File: config.mk
export PLATFORM = sky130hd
export DESIGN_NAME = serializador_palavra
export DESIGN_NICKNAME = d
export VERILOG_FILES = /design/src/rtl/serializador_palavra.sv
export SDC_FILE = /design/constraint.sdc
export NUM_CORES = 1
export LEC_CHECK = 0
export ABC_AREA = 1
export BUFFER_PORTS_ARGS = -buffer_cell sky130_fd_sc_hd__buf_2
export CAP_MARGIN = 20
export CORE_ASPECT_RATIO = 0.75
export CORE_MARGIN = 3
export CORE_UTILIZATION = 40
export DETAILED_ROUTE_END_ITERATION = 7
export SETUP_SLACK_MARGIN = 0.5
export SLEW_MARGIN = 20
export SYNTH_ARGS = -nofsm -noshare
export SYNTH_HDL_FRONTEND = slang
export SYNTH_SLANG_ARGS = --single-unit
File: constraint.sdc
create_clock -name Clock -period 2.2 [get_ports Clock]
set_input_delay 0.33 -clock Clock [delete_from_list [all_inputs] [get_ports Clock]]
set_output_delay 0.33 -clock Clock [all_outputs]
set_load 0.02 [all_outputs]
File: src/rtl/serializador_palavra.sv
// Parallel-to-serial stage feeding the sequence detector input X.
// Takes a word on a valid/ready handshake, shifts it out one bit per clock, then idles for GAP cycles.
module serializador_palavra #(
  parameter int WIDTH     = 8,
  parameter bit MSB_FIRST = 1'b1,
  parameter int GAP       = 1
) (
  input  logic             Clock,
  input  logic             Reset,
  input  logic [WIDTH-1:0] Dado,
  input  logic             Valido,
  output logic             Pronto,
  output logic             X,
  output logic             Ocupado,
  output logic             Ultimo
);

  localparam int            CW       = (WIDTH > 1) ? $clog2(WIDTH) : 1;
  localparam logic [CW-1:0] LAST_BIT = CW'(WIDTH - 1);
  localparam bit            HAS_GAP  = (GAP > 0);
  localparam logic [3:0]    GAP_LAST = (GAP > 0) ? 4'(GAP - 1) : 4'd0;

  typedef enum logic [1:0] {OCIOSO, DESLOCA, PAUSA} estado_t;

  estado_t          estado_q, estado_d;
  logic [WIDTH-1:0] shift_q, shift_d;
  logic [CW-1:0]    bit_q, bit_d;
  logic [3:0]       gap_q, gap_d;
  logic [WIDTH-1:0] shifted;
  logic             ultimo_bit;
  logic             aceita;

  // Zeros are shifted in, so the register drains to 0 and X idles low without extra muxing.
  generate
    if (MSB_FIRST) begin : g_msb
      assign shifted = {shift_q[WIDTH-2:0], 1'b0};
      assign X       = shift_q[WIDTH-1];
    end else begin : g_lsb
      assign shifted = {1'b0, shift_q[WIDTH-1:1]};
      assign X       = shift_q[0];
    end
  endgenerate

  assign ultimo_bit = (estado_q == DESLOCA) && (bit_q == LAST_BIT);
  assign aceita     = Valido && Pronto;

  always_ff @(posedge Clock or posedge Reset) begin
    if (Reset) begin
      estado_q <= OCIOSO;
      shift_q  <= '0;
      bit_q    <= '0;
      gap_q    <= '0;
    end else begin
      estado_q <= estado_d;
      shift_q  <= shift_d;
      bit_q    <= bit_d;
      gap_q    <= gap_d;
    end
  end

  always_comb begin
    estado_d = estado_q;
    shift_d  = shift_q;
    bit_d    = bit_q;
    gap_d    = gap_q;
    Ultimo   = ultimo_bit;
    Ocupado  = (estado_q != OCIOSO);
    // Pronto never looks at Valido, so the source sees no combinational path back.
    Pronto   = !Reset && ((estado_q == OCIOSO) || (!HAS_GAP && ultimo_bit));

    case (estado_q)
      OCIOSO: begin
        if (aceita) begin
          shift_d  = Dado;
          bit_d    = '0;
          estado_d = DESLOCA;
        end
      end
      DESLOCA: begin
        shift_d = shifted;
        bit_d   = bit_q + 1'b1;
        if (ultimo_bit) begin
          bit_d = '0;
          if (HAS_GAP) begin
            estado_d = PAUSA;
            gap_d    = '0;
          end else if (aceita) begin
            shift_d  = Dado;
            estado_d = DESLOCA;
          end else begin
            estado_d = OCIOSO;
          end
        end
      end
      PAUSA: begin
        gap_d = gap_q + 1'b1;
        if (gap_q == GAP_LAST) begin
          gap_d    = '0;
          estado_d = OCIOSO;
        end
      end
      default: estado_d = OCIOSO;
    endcase
  end

endmodule

======== Word level (Yosys, flattened, before mapping) ========
Index checks and enable logic that the tools add are counted.
cells by class
  $add $sub $neg .......................... 2
  eq/ne operators ......................... 6
  mux-type cells .......................... 12
  reduce and logical (&&, ||, !) cells .... 12
operators with widths
  kind                 number
  $pmux 8 s2           1
  $mux 4               2
  $mux 8               1
  $pmux 4 s2           1
  $mux 2               3
  $mux 3               2
  $ne 2x2->1 const B   3
  $pmux 2 s3           1
  $pmux 3 s2           1
  $reduce_bool 2->1    3
  $add 4x1->4 const B  1
  $logic_not 4->1      1
  $reduce_and 2->1     2
  $add 3x1->3 const B  1
  $eq 3x3->1 const B   1
  $logic_and 1x1->1    3
  $reduce_and 3->1     1
  $eq 2x1->1 const B   1
  $eq 2x2->1 const B   1
  $logic_not 2->1      1
  $logic_not 1->1      1
word-level totals
  flip-flop bits (word level) ............. 17
  input port bits ......................... 11
  output and inout port bits .............. 4
  word-level logic and storage cells ...... 36

======== Longest topological paths before layout ========
  depth after elaboration ................. 5
  gate-level depth with buffers ........... 7

======== Least setup slack after synthesis ========
No wires, ideal clock.
  path kind ............................... flip-flop to output port
  start ................................... register estado_q[1]
  end ..................................... output Pronto
  arrival time ............................ 1.015 ns
  data required time ...................... 1.870 ns
  slack ................................... 0.855 ns
  stages on the path, launching flop included .. 4
  path through ............................ dfrtp_1 > nor2_2 > inv_1 > nor2_1
between the ends
  cells in the longest elaborated chain, start to end .. 2
ends and longest elaborated chain
  element                 RTL line  source
  from (decl)             25        estado_t estado_q, estado_d;
  from (signal assigned)  54        estado_q <= estado_d;
  $logic_not 2->1         69        Pronto = !Reset && ((estado_q == OCIOSO) || (!HAS_GAP && ultimo_bit));
  $logic_and 1x1->1       69
  to (decl)               12        output logic Pronto,
Every way passes these cells.

======== Final worst setup path ========
  start ................................... register bit_q[1]
  end ..................................... output Ultimo
between the ends
  cells in the longest elaborated chain, start to end .. 2
ends and longest elaborated chain
  element                 RTL line  source
  from (decl)             27        logic [CW-1:0] bit_q, bit_d;
  from (signal assigned)  56        bit_q <= bit_d;
  $eq 3x3->1              44        assign ultimo_bit = (estado_q == DESLOCA) && (bit_q == LAST_BIT);
  $logic_and 1x1->1       44
  to (decl)               15        output logic Ultimo
Every way passes these cells.

==> impl_metrics.csv <==
group,metric,value,unit
sta,fin_skew,2.14,ps
sta,max_freq,613,MHz
global_routing,grt_pass1_vias,652,
clocking,holdBufCountCts,0,
sta,setup_tns,0,ps
pwr,p_int,724,uW
setup_path,reg2reg_depth,5,
final_layout,seqCellArea,427,um^2
setup_path,rr_endpoint,"shift_q[7]",
routing,drtAntennaViolNets,0,
global_routing,grt-ovfl-total,0,
floorplanning,io-pin-count,15,
clocking,cts_sinks,17,
sta,setup_viol,0,
floorplanning,initial_core_util,0.445,
setup_path,crit_type,"register to output port",
placed_design,io_buffers,14,
setup_path,rr_startpoint,"estado_q[1]",
routing,viasPerCell,4.45,
final_layout,drive_gt1_frac,0.319,
synthesis,synth_edf_count,0,
routing,finalWirelength,1.85,mm
sta,maxSlewHeadroom,0.676,
synthesis,synth_top_area_cell,"dfrtp_1",
synthesis,synth_top_area_share,0.451,
synthesis,synthTopCellsByArea,"dfrtp_1 45%, nand2_1 18%, nand3_1 10%",
sta,hold_violations,0,
synthesis,ys_ff_latch,17,
setup_path,start_kind,"register",
status,outcome,"complete, no violations",
routing,drcViolationCount,0,
clocking,clk_latency,290,ps
global_routing,grt_pass1_wl,2.97,mm
synthesis,synth_area,943,um^2
clocking,cts_made_buffers,3,
synthesis,yosysMostFrequentCell,"nand2_1",
floorplanning,rows,14,
sta,slew_viol_final,0,
pwr,power_switching,546,uW
sta,min_period,1630,ps
routing,drt_iter0_markers,24,
pwr,leakage,0.630,nW
setup_path,critPathCapture,"Ultimo",
global_routing,grtUsageTotal,0.140,
floorplanning,die_area,0.00298,mm^2
sta,holdWs,103,ps
clocking,clockBufferDepth,2,
synthesis,synthesis.instances,118,
floorplanning,die_h,48.1,um
pwr,combPwrFrac,0.490,
clocking,cts-htree-levels,1,
pwr,powerDensity,1150,mW/mm^2
sta,worst_slew_pin_slew,484,ps
placed_design,place_congestion,0.660,
synthesis,yosysUniqueCellTypes,17,
final_layout,nFillCells,212,
synthesis,synth_fp_nets,133,
synthesis,ys.flop_type,"dfrtp_1",
final_layout,postLayoutCoreUtil,0.521,
clocking,cts_tree,"done",
synthesis,yosys_warnings,0,
pwr,switching_share,0.430,
sta,rsz0062_at_grt,"no",
synthesis,synthTopCellsByCount,"44 x nand2_1, 19 x nand3_1, 17 x dfrtp_1, 10 x nand2_2, 6 x inv_1",
global_routing,grt_max_degree,22,
placed_design,place_area,0.00103,mm^2
routing,vias,756,
pwr,p_seq_frac,0.380,
global_routing,antenna_found_initial,0,
final_layout,finalNetCount,154,
job,cap_violations,0,
final_layout,final_area,0.00110,mm^2
hold_path,hold_class,"input port to async pin",
floorplanning,die_x,62.1,um
floorplanning,core,0.00212,mm^2
final_layout,areaGrowthSynthToFinish,17.1,%
placed_design,dp_hpwl,1.24,mm
final_layout,antenna_cells,0,
pwr,vdd_drop_max,0.000530,V
synthesis,async_flop_share,1.00,
setup_path,cp.arrival,1300,ps
routing,drt-pass1-iter-count,4,
routing,wl_per_cell,10.9,um
setup_path,cp.required,1870,ps
clocking,clockRootBuffer,"clkbuf_4",
synthesis,syn_area_per_cell,7.99,um^2
sta,fin_crit_sh,0.741,
pwr,clkPwrFrac,0.130,
setup_path,crit_path_start,"bit_q[1]",
synthesis,seq_area_frac_synth,0.451,
setup_path,cp-end-kind,"output port",
final_layout,multi_input_area,467,um^2
setup_path,r2r_slack,850,ps
setup_path,critical_path.max_fanout,3,
clocking,clk_pin_slew,90,ps
## metrics by stage
| step | worst slack, ps | cells | total power, mW |
|---|---|---|---|
| 3_5_place_dp | 743 | 162 | 1.03 |
| 4_1_cts | 511 | 168 | 1.22 |
| 6_report | 570 | 170 | 1.27 |
| 5_1_grt | 507 | 170 | 1.41 |
| 3_3_place_gp | 762 | 162 | 1.01 |
| 2_1_floorplan | 855 | 118 | 0.950 |
## sequential cells by signal (all words and copies together) (netlist names)
register	flops
gap_q	4
bit_q	3
shift_q	8
estado_q	2
## logic make-up (layout without fill, tap and decap cells)
family | count (synthesis) | count (layout) | synth area share
AO/OA/AOI/OAI | 1 | 1 | 0.00530
XOR/XNOR | 1 | 1 | 0.00929
adder cells (fa/ha/maj) | 4 | 4 | 0.0531
buffers and inverters | 13 | 33 | 0.0756
flip-flops | 17 | 17 | 0.451
AND/OR/NAND/NOR | 82 | 82 | 0.406
## per-layer routing
metal | share of wire | up-vias | track usage
li1 | - | 414 | -
met1 | 0.51 | 329 | 0.205
met2 | 0.43 | 13 | 0.192
met3 | 0.056 | 0 | 0.0647
met4 | 0 | 0 | 0.0169
met5 | 0 | - | 0
## cells in the final DEF (no fill, tap or decap), types with 2 or more instances in the layout
cell type,instances
nor2_2,3
dfrtp_1,16
nand3_1,19
nand2_1,44
buf_2,14
inv_1,6
inv_2,4
buf_4,5
ha_1,2
nor2_1,2
nand2_2,9
clkbuf_4,3
nand4_1,2
## critical path, stage by stage (launching register included)
cell and delay (ps):
dfrtp_1 390, ha_2 200, ha_4 170, nand2_4 80
inv_2 30, buf_2 140
## final cells by class
class	count	area share
repair buffers	19	0.0974
flip-flops and latches	17	0.386
inverters	10	0.0340
well taps	32	0.0362
multi-input cells	88	0.422
clock buffers	4	0.0238
## power groups by stage
stage	clock network, mW	logic, mW	registers (mW)
2_1_floorplan	0	0.467	0.484
3_3_place_gp	0	0.534	0.480
3_5_place_dp	0	0.547	0.484
4_1_cts	0.175	0.574	0.475
5_1_grt	0.197	0.712	0.496
6_report	0.165	0.623	0.482
## worst min path at each step
stage | cells after the start | endpoint | slack, ps | startpoint
2_1_floorplan | 1 | bit_q[0] | 280 | Reset
3_3_place_gp | 3 | shift_q[0] | 410 | Reset
3_5_place_dp | 3 | shift_q[0] | 420 | Reset
4_1_cts | 3 | shift_q[5] | 100 | Reset
5_1_grt | 3 | shift_q[0] | 100 | Reset
6_report | 3 | shift_q[0] | 100 | Reset
## timing repair
item                                   CTS  global route
pin swaps                                0             2
endpoints found under the hold margin    0             0
setup endpoints to repair                1             1
gates resized for setup                  1             4
setup buffers                            2             2
(Power assumes the default switching activity.)
